$ cat config.mk
export PLATFORM = sky130hd
export DESIGN_NAME = pe_accumulator_flat
export DESIGN_NICKNAME = d
export VERILOG_FILES = /design/src/rtl/pe_accumulator_if.sv /design/src/rtl/pe_accumulator.sv /design/src/flat_wrapper.sv
export SDC_FILE = /design/constraint.sdc
export NUM_CORES = 1
export LEC_CHECK = 0
export CAP_MARGIN = 10
export CORE_ASPECT_RATIO = 1.4
export CORE_MARGIN = 2
export CORE_UTILIZATION = 30
export CTS_CLUSTER_DIAMETER = 120
export CTS_CLUSTER_SIZE = 8
export DETAILED_ROUTE_END_ITERATION = 10
export HOLD_SLACK_MARGIN = 0.12
export PLACE_DENSITY_LB_ADDON = 0.12
export SLEW_MARGIN = 20
export SYNTH_ARGS = -nofsm -noshare
export SYNTH_HDL_FRONTEND = slang
export SYNTH_SLANG_ARGS = --single-unit
$ cat constraint.sdc
create_clock -name i_clk -period 3.29 [get_ports i_clk]
set_input_delay 0.658 -clock i_clk [delete_from_list [all_inputs] [get_ports i_clk]]
set_output_delay 0.658 -clock i_clk [all_outputs]
set_load 0.05 [all_outputs]
$ cat src/rtl/pe_accumulator_if.sv
// Job/product/result bundle between the PE, the accumulator and the output stage.
// Parameters must match the pe_accumulator instance the bundle is bound to.
interface pe_accumulator_if #(
    parameter int PROD_W = 19,
    parameter int ACC_W  = 32,
    parameter int LEN_W  = 8
);
    // Handshakes: a job is taken on a cycle with i_start & o_start_ready.
    // A product is taken on a cycle with i_prod_valid while o_busy.
    // A result is consumed on a cycle with o_acc_valid & i_acc_ready.
    // o_acc/o_overflow stay stable while o_acc_valid is high and i_acc_ready is low.
    logic              i_start;
    logic [LEN_W-1:0]  i_len;
    logic              o_start_ready;
    logic              i_prod_valid;
    logic [PROD_W-1:0] i_prod;
    logic              o_busy;
    logic              o_acc_valid;
    logic              i_acc_ready;
    logic [ACC_W-1:0]  o_acc;
    logic              o_overflow;
    logic [1:0]        o_dbg_state;

    modport slave (
        input  i_start, i_len, i_prod_valid, i_prod, i_acc_ready,
        output o_start_ready, o_busy, o_acc_valid, o_acc, o_overflow, o_dbg_state
    );

    modport master (
        output i_start, i_len, i_prod_valid, i_prod, i_acc_ready,
        input  o_start_ready, o_busy, o_acc_valid, o_acc, o_overflow, o_dbg_state
    );
endinterface

$ cat src/rtl/pe_accumulator.sv
// Sums a programmed number of signed PE partial products and hands the result on.
// Define PE_ACC_SAT_EN to clamp on overflow instead of wrapping.
module pe_accumulator #(
    parameter int PROD_W = 19,
    parameter int ACC_W  = 32,
    parameter int LEN_W  = 8
) (
    input logic             i_clk,
    input logic             i_rst,
    pe_accumulator_if.slave bus
);
    typedef enum logic [1:0] {
        IDLE = 2'd0,
        ACC  = 2'd1,
        HOLD = 2'd2
    } state_t;

    localparam logic [LEN_W:0] FULL_LEN = {1'b1, {LEN_W{1'b0}}};
    localparam logic [LEN_W:0] ONE      = {{LEN_W{1'b0}}, 1'b1};
    localparam logic [ACC_W-1:0] ACC_MAX = {1'b0, {(ACC_W-1){1'b1}}};
    localparam logic [ACC_W-1:0] ACC_MIN = {1'b1, {(ACC_W-1){1'b0}}};

    state_t           state, state_n;
    logic [ACC_W-1:0] acc, acc_n;
    logic             ovf, ovf_n;
    logic [LEN_W:0]   count, count_n;

    logic [ACC_W-1:0] prod_ext;
    logic [ACC_W-1:0] sum;
    logic [ACC_W-1:0] add_res;
    logic             add_ovf;
    logic [LEN_W:0]   len_count;
    logic             start_ready;
    logic             busy;
    logic             acc_valid;

    assign prod_ext  = {{(ACC_W-PROD_W){bus.i_prod[PROD_W-1]}}, bus.i_prod};
    assign sum       = acc + prod_ext;
    // Signed overflow: operands agree in sign, the sum does not.
    assign add_ovf   = (acc[ACC_W-1] == prod_ext[ACC_W-1]) && (sum[ACC_W-1] != acc[ACC_W-1]);
    assign len_count = (bus.i_len == '0) ? FULL_LEN : {1'b0, bus.i_len};

`ifdef PE_ACC_SAT_EN
    assign add_res = add_ovf ? (acc[ACC_W-1] ? ACC_MIN : ACC_MAX) : sum;
`else
    assign add_res = sum;
`endif

    always_ff @(posedge i_clk) begin
        if (i_rst) begin
            state <= IDLE;
            acc   <= '0;
            ovf   <= 1'b0;
            count <= '0;
        end else begin
            state <= state_n;
            acc   <= acc_n;
            ovf   <= ovf_n;
            count <= count_n;
        end
    end

    always_comb begin
        state_n     = state;
        acc_n       = acc;
        ovf_n       = ovf;
        count_n     = count;
        start_ready = 1'b0;
        busy        = 1'b0;
        acc_valid   = 1'b0;
        case (state)
            IDLE: begin
                start_ready = 1'b1;
                if (bus.i_start) begin
                    state_n = ACC;
                    acc_n   = '0;
                    ovf_n   = 1'b0;
                    count_n = len_count;
                end
            end
            ACC: begin
                busy = 1'b1;
                if (bus.i_prod_valid) begin
                    acc_n   = add_res;
                    ovf_n   = ovf | add_ovf;
                    count_n = count - ONE;
                    if (count == ONE) state_n = HOLD;
                end
            end
            HOLD: begin
                acc_valid   = 1'b1;
                start_ready = bus.i_acc_ready;
                if (bus.i_acc_ready) begin
                    // Consume and restart in the same cycle so back-to-back jobs have no bubble.
                    if (bus.i_start) begin
                        state_n = ACC;
                        acc_n   = '0;
                        ovf_n   = 1'b0;
                        count_n = len_count;
                    end else begin
                        state_n = IDLE;
                    end
                end
            end
            default: state_n = IDLE;
        endcase
    end

    assign bus.o_start_ready = start_ready;
    assign bus.o_busy        = busy;
    assign bus.o_acc_valid   = acc_valid;
    assign bus.o_acc         = acc;
    assign bus.o_overflow    = ovf;
    assign bus.o_dbg_state   = state;
endmodule

$ cat src/flat_wrapper.sv
// flat-port wrapper written by rule: the top's interface ports become plain ports
module pe_accumulator_flat 
#(
    parameter int PROD_W = 19,
    parameter int ACC_W  = 32,
    parameter int LEN_W  = 8
)
  (i_clk, i_rst, bus_i_start, bus_i_len, bus_i_prod_valid, bus_i_prod, bus_i_acc_ready, bus_o_start_ready, bus_o_busy, bus_o_acc_valid, bus_o_acc, bus_o_overflow, bus_o_dbg_state);
  pe_accumulator_if #(.PROD_W(PROD_W), .ACC_W(ACC_W), .LEN_W(LEN_W)) bus_i ();
  input logic i_clk;
  input logic i_rst;
  input wire logic [$bits(bus_i.i_start)-1:0] bus_i_start;
  input wire logic [$bits(bus_i.i_len)-1:0] bus_i_len;
  input wire logic [$bits(bus_i.i_prod_valid)-1:0] bus_i_prod_valid;
  input wire logic [$bits(bus_i.i_prod)-1:0] bus_i_prod;
  input wire logic [$bits(bus_i.i_acc_ready)-1:0] bus_i_acc_ready;
  output wire logic [$bits(bus_i.o_start_ready)-1:0] bus_o_start_ready;
  output wire logic [$bits(bus_i.o_busy)-1:0] bus_o_busy;
  output wire logic [$bits(bus_i.o_acc_valid)-1:0] bus_o_acc_valid;
  output wire logic [$bits(bus_i.o_acc)-1:0] bus_o_acc;
  output wire logic [$bits(bus_i.o_overflow)-1:0] bus_o_overflow;
  output wire logic [$bits(bus_i.o_dbg_state)-1:0] bus_o_dbg_state;
  assign bus_i.i_start = bus_i_start;
  assign bus_i.i_len = bus_i_len;
  assign bus_i.i_prod_valid = bus_i_prod_valid;
  assign bus_i.i_prod = bus_i_prod;
  assign bus_i.i_acc_ready = bus_i_acc_ready;
  assign bus_o_start_ready = bus_i.o_start_ready;
  assign bus_o_busy = bus_i.o_busy;
  assign bus_o_acc_valid = bus_i.o_acc_valid;
  assign bus_o_acc = bus_i.o_acc;
  assign bus_o_overflow = bus_i.o_overflow;
  assign bus_o_dbg_state = bus_i.o_dbg_state;
  pe_accumulator #(.PROD_W(PROD_W), .ACC_W(ACC_W), .LEN_W(LEN_W)) u_core (.i_clk(i_clk), .i_rst(i_rst), .bus(bus_i));
endmodule
Yosys cells after proc, flatten, opt, wreduce, memory -nomap -nowiden

Index checks and enable logic that the tools add are counted.
Widths: inputs -> output; s select.

Flip-flop bits (word level): 44
Bits in latches: 0
Memory bits (writable): 0
Memory bits (read-only): 0
Input bits: 32
Output and inout bits: 38
Logic and storage cells: 44
Memories: 0

Add/sub/neg operators: 2
Multipliers: 0
Divide/modulo/power cells: 0
Magnitude comparators: 0
Eq/ne operators: 9
Shift operators: 0
Muxes and demuxes: 22
Bitwise logic cells: 1
Reductions and logical operators: 6

Operators with widths:

| kind                | number |
|---|---|
| $mux 32             | 3 |
| $pmux 32 s3         | 1 |
| $mux 9              | 4 |
| $add 32x32->32      | 1 |
| $pmux 9 s3          | 1 |
| $eq 9x1->1 const B  | 1 |
| $sub 9x1->9 const B | 1 |
| $logic_not 8->1     | 1 |
| $mux 2              | 4 |
| $mux 1              | 6 |
| $ne 2x2->1 const B  | 3 |
| $pmux 2 s3          | 1 |
| $reduce_and 4->1    | 1 |
| $pmux 1 s3          | 1 |
| $reduce_and 3->1    | 1 |
| $reduce_bool 3->1   | 1 |
| $eq 2x1->1 const B  | 1 |
| $eq 2x2->1 const B  | 1 |
| $logic_not 2->1     | 1 |
| $ne 2x1->1 const B  | 1 |
| $pmux 1 s2          | 1 |
| $eq 1x1->1          | 1 |
| $logic_and 1x1->1   | 1 |
| $ne 1x1->1          | 1 |
| $or 1x1->1          | 1 |

Longest topological paths before layout

Word-level depth: 6
Gate-level depth with buffers: 10
Mapped depth without buffers: 10

Worst setup path after synthesis

No wires, ideal clock.

Path kind: in2reg
Start point: input port bus_i_prod[0]
End point: register u_core.acc[30], in the netlist u_core.bus.o_acc[30]
Library setup time: 0.117 ns
Arrival: 2.737 ns
Data required time: 3.173 ns
Path slack: 0.436 ns
Stages: 10
Buffers on the path: 0
Cell sequence: ha_1 > fa_1 > a21o_1 > a221oi_2 > o211ai_1 > a21o_1 > a2111oi_2 > nor4_1 > mux2i_1 > nand2_1

Word-level cells in the longest chain between the ends: 3

RTL lines:

| element              | RTL line             | source |
|---|---|---|
| from (decl)          | flat_wrapper.sv:15   | `input wire logic [$bits(bus_i.i_prod)-1:0] bus_i_prod;` |
| $add 32x32->32       | pe_accumulator.sv:38 | `assign sum = acc + prod_ext;` |
| $mux 32              | pe_accumulator.sv:83 | `if (bus.i_prod_valid) begin` |
| $pmux 32 s3          | pe_accumulator.sv:71 | `case (state)` |
| to (signal assigned) | pe_accumulator.sv:57 | `acc <= acc_n;` |
| to (decl)            | pe_accumulator.sv:24 | `logic [ACC_W-1:0] acc, acc_n;` |

Every way passes these cells. The select of a mux whose other input is x is not followed.
A chain may end at the register's enable or synchronous reset.

Worst setup path after layout

Start point: input port bus_i_prod[18]
End point: register u_core.acc[31], in the netlist u_core.bus.o_acc[31]

The elaborated chain is that of the path after synthesis.

==> flow_metrics.py <==
metrics = {
    "min_path": {
        "holdPathEnd": "u_core.bus.o_overflow",
        "whs_path_depth": 2,
        "min_from": "u_core.bus.o_overflow",
        "hold_class": "reg2reg",
    },
    "outcome": {
        "outcome": "completed",
    },
    "power_and_ir_drop": {
        "power_frac_comb": 0.343,
        "swShare": 0.346,
        "powerDensity_mw_per_mm2": 372,
        "p_clk_frac": 0.326,
        "power.switching_mw": 0.626,
        "p_int_mw": 1.19,
        "peakVddDrop_mv": 0.208,
        "p_seq_frac": 0.330,
        "leakage_nw": 2.10,
    },
    "clocking": {
        "cts_sinks": 44,
        "h-tree-depth": 2,
        "cts_tree": "done",
        "cts_setup_buffers": 0,
        "cts_buffers": 5,
        "clockBufferDepth": 2,
        "ctsRootBufferMaster": "clkbuf_16",
        "path_clk_slew_ns": 0.07,
        "hold_buffers": 0,
        "clk_latency_ns": 0.30,
    },
    "global_route": {
        "grt_max_degree": 20,
        "grt.overflow.total": 0,
        "grt_usage": 0.185,
        "grt_pass1_wl_um": 18500,
        "antenna_found_initial": 0,
        "grt_pass1_vias": 3837,
    },
    "setup_path": {
        "r2r_start": "u_core.bus.o_acc[0]",
        "r2r-end": "u_core.bus.o_acc[28]",
        "end_kind": "flop",
        "worst-setup-path-type": "in2reg",
        "worst-path-max-fanout": 7,
        "rr_worst_depth": 10,
        "required_ns": 3.52,
        "arrival_ns": 3.36,
        "reg2reg_slack_ns": 0.64,
        "worstSetupStartpointType": "primary input",
    },
    "job": {
        "drv_cap": 0,
    },
    "timing": {
        "rsz0062_at_grt": "false",
        "worstMarginPinSlew_ns": 0.539,
        "slew_viol_final": 0,
        "max_freq_ghz": 0.319,
        "hold_viol": 0,
        "max_slew_margin": 0.641,
        "setup_viol": 0,
        "finalCriticalPeriod_ns": 3.13,
        "finalCritPeriodShare": 0.952,
        "clock_skew_ns": 0.00545,
        "setup-tns-final_ns": 0,
    },
    "detailed_routing": {
        "viasPerCell": 5.25,
        "drt-initial-drc-count": 102,
        "vias": 3740,
        "routedWlPerCell_um": 16.0,
        "ant_nets": 0,
        "postRouteWirelength_um": 11400,
        "drc": 0,
        "first_pass_iters": 4,
    },
    "yosys": {
        "ys_warn_count": 0,
        "synth_seq_cells": 44,
        "syn-num-nets": 524,
        "synth.avg_cell_area_um2": 7.67,
        "synth_edf_count": 0,
        "synthArstFlopShare": 0,
        "synthCells": 458,
        "ys.flop_type": "dfxtp_1",
        "ys_types": 62,
        "netlist_area_mm2": 0.00351,
        "seq_area_frac_synth": 0.251,
    },
    "placement": {
        "dp_hpwl_um": 8990,
        "io_buffer_count": 69,
        "placed_area_mm2": 0.00469,
        "gp_congestion": 0.860,
    },
    "layout": {
        "fin_nets": 633,
        "diodes": 0,
        "areaGrowthSynthToFinish_pct": 38.6,
        "post-route-cell-area_mm2": 0.00486,
        "nFillCells": 1192,
        "final_util": 0.427,
        "drive_gt1_frac": 0.137,
    },
    "floorplanning": {
        "boundaryPins": 70,
        "core_area_mm2": 0.0114,
        "die_area_mm2": 0.0126,
        "die_x_um": 95.4,
        "die_h_um": 132,
        "initial_core_util": 0.308,
        "num_rows": 46,
    },
}
==> worst max path at each step <==
stage / from / cells past startpoint / slack (ns) / end
global route: bus_i_prod[0] / 11 / 0.05 / u_core.bus.o_acc[22]
CTS: bus_i_prod[18] / 11 / 0.14 / u_core.bus.o_acc[31]
global placement: bus_i_prod[18] / 11 / -0.13 / u_core.bus.o_acc[31]
finish: bus_i_prod[18] / 11 / 0.16 / u_core.bus.o_acc[31]
detailed placement: bus_i_prod[18] / 11 / -0.16 / u_core.bus.o_acc[31]
floorplan: bus_i_prod[0] / 10 / 0.44 / u_core.bus.o_acc[30]
==> critical path, stage by stage <==
cell	delay, ns
clkdlybuf4s50_1	0.40
buf_4	0.17
ha_1	0.34
nand4_1	0.17
nor2_1	0.25
nand3_1	0.16
a41oi_2	0.24
and4b_4	0.24
o21ai_0	0.18
or4b_4	0.48
o211ai_2	0.07
==> sequential cells by signal (all words and copies together) (netlist names) <==
| register | cells |
|---|---|
| u_core.count | 9 |
| u_core.bus.o_overflow | 1 |
| u_core.bus.o_dbg_state | 2 |
| u_core.bus.o_acc | 32 |
==> cell usage after synthesis (2+ instances only) <==
cell	n	share of area
a211oi_1	6	0.013
a21o_1	14	0.030
a21o_2	2	0.0050
a21oi_1	50	0.071
a22oi_1	14	0.030
a31oi_1	4	0.0071
a32o_1	2	0.0057
a32oi_1	2	0.0050
a41oi_1	2	0.0050
and2_1	5	0.0089
and3_1	3	0.0053
and3_2	2	0.0043
buf_2	2	0.0029
clkbuf_1	16	0.017
clkbuf_8	2	0.0078
dfxtp_1	44	0.25
ha_1	33	0.12
inv_1	13	0.014
mux2i_1	2	0.0057
nand2_1	49	0.052
nand2b_1	5	0.0089
nand3_1	9	0.013
nand4_1	6	0.011
nor2_1	49	0.052
nor2b_1	3	0.0053
nor3_1	8	0.011
nor3b_1	2	0.0043
nor4_1	5	0.0089
o211ai_1	5	0.011
o211ai_2	2	0.0071
o21a_1	4	0.0086
o21ai_0	30	0.043
o21ai_1	4	0.0057
o21bai_1	6	0.013
o22ai_1	2	0.0036
or3_1	2	0.0036
xnor2_1	15	0.037
xor2_1	10	0.025
==> layout make-up <==
class | instances | area [um^2] | area share
Clock buffer | 6 | 129 | 0.0265
Clock inverter | 2 | 35.0 | 0.00720
Inverter | 13 | 48.8 | 0.0100
Multi-Input combinational cell | 379 | 2490 | 0.511
Sequential cell | 44 | 881 | 0.181
Tap cell | 144 | 180 | 0.0370
Timing Repair Buffer | 124 | 1100 | 0.227
==> metrics by stage <==
stage	std cells	hold WS [ns]	total power, mW	setup slack, ns
finish	712	0.470	1.81	0.158
global route	712	0.502	1.91	0.0480
CTS	712	0.477	1.83	0.144
detailed placement	704	0.460	1.23	-0.159
global placement	704	0.449	1.23	-0.134
floorplan	458	0.436	1.00	0.436
==> power by group through the flow <==
stage | clock, mW | combinational, mW | sequential [mW]
floorplan | 0 | 0.331 | 0.669
global placement | 0 | 0.619 | 0.610
detailed placement | 0 | 0.620 | 0.610
CTS | 0.605 | 0.624 | 0.598
global route | 0.629 | 0.682 | 0.603
finish | 0.591 | 0.622 | 0.598
==> cells in the final DEF, fill, tap and decap left out, types with 4 or more instances in the layout <==
| master | instances |
|---|---|
| ha_1 | 33 |
| nor3_1 | 8 |
| nand2_1 | 49 |
| nor2_1 | 48 |
| xnor2_1 | 15 |
| a22oi_1 | 14 |
| inv_1 | 13 |
| a21oi_1 | 50 |
| buf_4 | 55 |
| a31oi_1 | 4 |
| o21ai_0 | 30 |
| nand2b_1 | 5 |
| clkdlybuf4s50_1 | 69 |
| nand3_1 | 9 |
| dfxtp_1 | 44 |
| and2_1 | 5 |
| clkbuf_16 | 5 |
| a211oi_1 | 6 |
| o21ai_1 | 4 |
| o21a_1 | 4 |
| a21o_1 | 14 |
| o211ai_1 | 5 |
| xor2_1 | 10 |
| o21bai_1 | 6 |
| nand4_1 | 6 |
| nor4_1 | 5 |
==> layer usage <==
metal	up-vias	part of all wire	global-route usage
met5	-	0	0
met4	0	0.023	0.0611
met3	18	0.043	0.0337
met2	83	0.52	0.340
met1	1748	0.41	0.209
li1	1891	-	-
==> cell families after synthesis <==
group,count (synthesis),synth area share
fa+ha+maj,34,0.123
simple gates,156,0.210
buf+inv,35,0.0449
xor+xnor,25,0.0624
mux,2,0.00570
flops,44,0.251
compound gates,162,0.303
==> repair_timing <==
item,in CTS,in global routing
endpoints found under the setup margin,0,2
hold endpoints to repair,0,0
gates resized for setup,0,1
(Power assumes the default switching activity.)
